==> src/rtl/add_seq_ctrl.sv <==
// Sequential W-bit adder: one shared N-bit gen_add slice processes the operands
// least-significant slice first, one slice per clock, with a one-cycle done pulse.

module gen_add #(
  parameter int N = 4
) (
  input  logic [N-1:0] a,
  input  logic [N-1:0] b,
  input  logic         ci,
  output logic [N-1:0] s,
  output logic         co
);
  logic [N:0] total;

  always_comb begin
    total = {1'b0, a} + {1'b0, b} + {{N{1'b0}}, ci};
    s     = total[N-1:0];
    co    = total[N];
  end
endmodule

module add_seq_ctrl #(
  parameter int N     = 4,
  parameter int WORDS = 4
) (
  input  logic                 clk,
  input  logic                 rst_n,
  input  logic                 start,
  input  logic [N*WORDS-1:0]   a,
  input  logic [N*WORDS-1:0]   b,
  input  logic                 carry_in,
  output logic                 busy,
  output logic                 done,
  output logic [N*WORDS-1:0]   sum,
  output logic                 carry_out
);
  localparam int W  = N * WORDS;
  localparam int IW = $clog2(WORDS);

  typedef enum logic [1:0] {
    IDLE = 2'd0,
    RUN  = 2'd1,
    DONE = 2'd2
  } state_t;

  state_t         state_q, state_d;
  logic [IW-1:0]  idx_q, idx_d;
  logic [W-1:0]   a_q, a_d;
  logic [W-1:0]   b_q, b_d;
  logic [W-1:0]   sum_q, sum_d;
  logic           c_q, c_d;
  logic           cout_q, cout_d;
  logic           busy_q, busy_d;
  logic           done_q, done_d;

  logic [N-1:0]   add_a, add_b, add_s;
  logic           add_co;

  // Slice select for the shared adder, driven by the current slice index.
  always_comb begin
    add_a = '0;
    add_b = '0;
    for (int unsigned i = 0; i < WORDS; i++) begin
      if (idx_q == IW'(i)) begin
        add_a = a_q[i*N +: N];
        add_b = b_q[i*N +: N];
      end
    end
  end

  gen_add #(.N(N)) u_add (
    .a  (add_a),
    .b  (add_b),
    .ci (c_q),
    .s  (add_s),
    .co (add_co)
  );

  always_comb begin
    state_d = state_q;
    idx_d   = idx_q;
    a_d     = a_q;
    b_d     = b_q;
    sum_d   = sum_q;
    c_d     = c_q;
    cout_d  = cout_q;

    case (state_q)
      IDLE: begin
        if (start) begin
          a_d     = a;
          b_d     = b;
          c_d     = carry_in;
          sum_d   = '0;
          cout_d  = 1'b0;
          idx_d   = '0;
          state_d = RUN;
        end
      end
      RUN: begin
        for (int unsigned i = 0; i < WORDS; i++) begin
          if (idx_q == IW'(i)) begin
            sum_d[i*N +: N] = add_s;
          end
        end
        c_d = add_co;
        // idx parks on the last slice instead of wrapping; the next accept clears it.
        if (idx_q == IW'(WORDS - 1)) begin
          cout_d  = add_co;
          state_d = DONE;
        end else begin
          idx_d = idx_q + IW'(1);
        end
      end
      DONE: begin
        state_d = IDLE;
      end
      default: begin
        state_d = IDLE;
      end
    endcase

    busy_d = (state_d != IDLE);
    done_d = (state_d == DONE);
  end

  always_ff @(posedge clk or negedge rst_n) begin
    if (!rst_n) begin
      state_q <= IDLE;
      idx_q   <= '0;
      a_q     <= '0;
      b_q     <= '0;
      sum_q   <= '0;
      c_q     <= 1'b0;
      cout_q  <= 1'b0;
      busy_q  <= 1'b0;
      done_q  <= 1'b0;
    end else begin
      state_q <= state_d;
      idx_q   <= idx_d;
      a_q     <= a_d;
      b_q     <= b_d;
      sum_q   <= sum_d;
      c_q     <= c_d;
      cout_q  <= cout_d;
      busy_q  <= busy_d;
      done_q  <= done_d;
    end
  end

  assign busy      = busy_q;
  assign done      = done_q;
  assign sum       = sum_q;
  assign carry_out = cout_q;
endmodule

==> config.mk <==
export PLATFORM = sky130hd
export DESIGN_NAME = add_seq_ctrl
export DESIGN_NICKNAME = d
export VERILOG_FILES = /design/src/rtl/add_seq_ctrl.sv
export SDC_FILE = /design/constraint.sdc
export NUM_CORES = 1
export LEC_CHECK = 0
export ABC_AREA = 1
export BUFFER_PORTS_ARGS = -buffer_cell sky130_fd_sc_hd__buf_2
export CAP_MARGIN = 20
export CELL_PAD_IN_SITES_DETAIL_PLACEMENT = 0
export CELL_PAD_IN_SITES_GLOBAL_PLACEMENT = 1
export CORE_ASPECT_RATIO = 1.2
export CORE_UTILIZATION = 40
export DETAILED_ROUTE_END_ITERATION = 8
export GPL_TIMING_DRIVEN = 0
export PLACE_DENSITY_LB_ADDON = 0.1
export SETUP_SLACK_MARGIN = 0.02
export SYNTH_ARGS = -nofsm -noshare
export SYNTH_HDL_FRONTEND = slang
export SYNTH_SLANG_ARGS = --single-unit
==> constraint.sdc <==
create_clock -name clk -period 3.2 [get_ports clk]
set_input_delay 0.16 -clock clk [delete_from_list [all_inputs] [get_ports clk]]
set_output_delay 0.16 -clock clk [all_outputs]
set_load 0.1 [all_outputs]
==> reports/summary.md <==
The run gives 0 as the residual DRC count. For the final-report max-slew violation count, the log shows 0. The mean number of vias per cell was 4.59; the cell count after synthesis was 324.

Critical path's most frequent cell: nand2_1. On the worst path, the slowest cell contributes a delay of 0.45 ns. The count of buffers added on input and output ports is 54. After detailed routing, the total wire length is 5800 um.

After the last flow step, the layout net total stands at 432. For this run, the detailed router's first-pass iteration total came to 4. The I/O pin total is 55. The tools report the capturing element type of the critical path as a flop. The arrival time reported for the critical path endpoint was 3.13 ns; the fraction of final layout cells sized beyond drive strength 1 was 0.250. The number of sinks handled by clock tree synthesis was 56.

The repair_antennas step left the layout with diodes totalling 0. The portion of the post-synthesis area used by sequential elements came out at 0.513. Setup repair after global routing left no endpoint under its margin. Setup total negative slack on the finished layout was measured at 0 ns. The maximum number of pins on one net before global-route repair is 32, and the pin slew with the least headroom to its limit is 0.605 ns.

The worst hold path was traced through 3 stages. For the worst setup skew after layout, the log shows 0.00921 ns. TritonCTS built the clock tree. Setup violations remaining at the end of the flow were counted as 0. The max-slew headroom at the worst pin came out at 0.597. Synthesis produced a netlist with a net count of 369. The run gives 4420 um as the estimated wirelength of the detail-placed design. The logs give 10,300 um for the global-route wire length before repair and 2 for the number of buffers between clock root and the deepest sink.

Along the worst path, the maximum fanout reaches 5. The flow ran to the end, and the final reports show no timing, DRC or antenna violations. The worst setup path is launched from a flop. The critical path goes through inv_1 -> ha_1 -> inv_1 -> nor2_4 -> nand2_1 -> nand2_1 -> o21ai_0 -> nand2_1 -> o21ai_0 -> fa_1 -> fa_1 -> inv_1 -> a21oi_1 -> o21bai_1 -> nand3_1 -> nand2_1.

The mean routed wirelength per cell was 12.3 um; the clock latency at the later pin of the worst-skew pair was 0.31 ns. After synthesis, the netlist uses 26 different library cells. The core region is 0.00653 mm2. The worst setup path is of the reg2reg kind. The number of warning messages in the yosys log is 0, and the global route total overflow is 0.

The H-tree generated during clock tree synthesis spans 2 levels. The floorplan step defined a die boundary enclosing 0.00717 mm2. Final period demand of the worst path: 2.88 ns. The logs give 32 for the count of standard-cell rows and 5 for the total CTS buffers.

At the end of routability-driven placement, the weighted congestion stood at 0.760. Synthesis inferred 56 register bits. The largest individual stage delay along the critical path comes from the cell dfrtp_1.

Once detail routing completed, the nets flagged for antenna violations numbered 0. The number of antenna violations at the first check in global routing is 0, and the clock transition at the register clock pins on the worst setup and hold paths after CTS is 0.10 ns. Static timing analysis puts the maximum clock frequency at 348 MHz.

The kind of cell with the highest combined delay along the critical path is adder cells. The effective utilization at floorplan came out at 0.419. The class of the tightest hold or removal check is in2reg.

Together, buffers and inverters on the worst path number 3. The worst endpoint required time was 3.45 ns; the average instance area after synthesis was 8.43 um2. The critical path crosses 16 cells after its start point.

The run gives 85 as the number of DRC violations after detailed-routing iteration 0. For this block, the via count after detailed routing is 2,170. For the number of global-route vias before repair, the log shows 2,117.

The count of final hold-check violations is 0, and the portion of the clock cycle consumed by the worst path in the final layout is 0.899. The area overhead of the layout relative to synthesis is 18.9%. From bottom edge to top edge, the die measures 92.5 um. The total track usage is 0.187.

Summing every instance area after synthesis gives 0.00273 mm2. The number of cells on the worst reg-to-reg path came out at 16. Reported max-cap violation count: 0.

The die is 77.5 um wide. The CTS root buffer was clkbuf_8.
-- stage by stage --
| step | utilization | hold WS, ns | setup slack (ns) | cell area (um2) | instances |
|---|---|---|---|---|---|
| 6_report | 0.498 | 0.0327 | 0.323 | 3250 | 473 |
| 5_1_grt | 0.498 | 0.0281 | 0.104 | 3250 | 473 |
| 4_1_cts | 0.498 | 0.0239 | 0.207 | 3250 | 473 |
| 3_5_place_dp | 0.479 | 0.207 | 0.256 | 3130 | 464 |
| 3_3_place_gp | 0.476 | 0.353 | 0.246 | 3110 | 463 |
| 2_1_floorplan | - | -0.136 | 0.689 | 2730 | 324 |
-- metal layers --
metal / vias to the layer above / track usage / share of wire
met4: 0 / 0.0566 / 0.013
li1: 1139 / - / -
met5: - / 0 / 0
met1: 985 / 0.241 / 0.45
met2: 38 / 0.318 / 0.51
met3: 8 / 0.0325 / 0.028
-- flip-flops by register name, indices dropped and copies added (netlist names) --
name	cells
a_q	16
state_q	2
carry_out	1
busy	1
b_q	16
c_q	1
sum	16
done	1
idx_q	2
-- area by class of cell --
type	instances	area (um2)
clock inverter	2	35.0
buffer	12	110
fill	662	3280
tap	85	106
multi-input combinational	232	1130
timing repair buffer	56	300
inverter	24	92.6
clock buffer	6	72.6
sequential	56	1400
-- synth_stat cells --
library cell	n	area, um2
o21bai_1	1	7.51
inv_4	1	6.26
o21ai_4	3	48.8
inv_2	6	22.5
a21oi_1	10	50.1
inv_1	17	63.8
dfrtp_1	56	1400
buf_4	5	37.5
o21ai_2	6	52.6
nand2_2	1	6.26
nor2_1	7	26.3
buf_2	1	5.00
nand4_1	4	25.0
o21ai_1	4	20.0
o211ai_1	2	15.0
a22oi_2	1	12.5
nand2_4	1	11.3
o21ai_0	11	55.1
nand3_1	8	40.0
ha_1	7	87.6
buf_6	6	67.6
a21oi_2	1	8.76
nor2_4	1	11.3
nor2_2	1	6.26
fa_1	2	40.0
nand2_1	161	604
-- cell families (layout without fill, tap and decap cells) --
logic type / Yosys count / after routing / synth area share
AND/OR/NAND/NOR: 184 / 184 / 0.267
AO/OA/AOI/OAI: 39 / 39 / 0.0989
adder cells (fa/ha/maj): 9 / 9 / 0.0467
buffers and inverters: 36 / 100 / 0.0742
flip-flops: 56 / 56 / 0.513
-- worst reg2reg max path: stages, from the launching register on --
cell and delay, ns:
dfrtp_1 0.45, inv_1 0.11, ha_1 0.25, inv_1 0.14, nor2_4 0.16, nand2_1 0.07, nand2_1 0.05, o21ai_0 0.08
nand2_1 0.08, o21ai_0 0.12, fa_1 0.42, fa_1 0.44, inv_1 0.08, a21oi_1 0.05, o21bai_1 0.16, nand3_1 0.09
nand2_1 0.06
-- cells in the final DEF, fill, tap and decap left out, types with 7 or more instances in the layout --
cell type and count:
nand2_1 161, dfrtp_1 56, buf_2 55, inv_1 17, o21ai_0 10, a21oi_1 10
nand3_1 8, nor2_1 7
-- worst paths after layout --
kind	end	slack, ns	startpoint
max in group asynchronous	b_q[11]	2.25	rst_n
max reg2reg	carry_out	0.32	idx_q[0]
min	a_q[2]	0.03	a[2]
max	carry_out	0.32	idx_q[0]
min reg2reg	sum[10]	0.48	sum[10]
min in group asynchronous	sum[0]	0.38	rst_n
-- repair_timing --
item / in CTS / in global routing
hold endpoints to repair: 25 / 0
hold buffers: 1 / 0
setup endpoints to repair: 0 / 4
buffers inserted: 0 / 0
resized for setup: 0 / 2
Power is left out: the tool's default activity adds up to more than one toggle a clock period on the data nets, which glitch-free logic cannot reach.
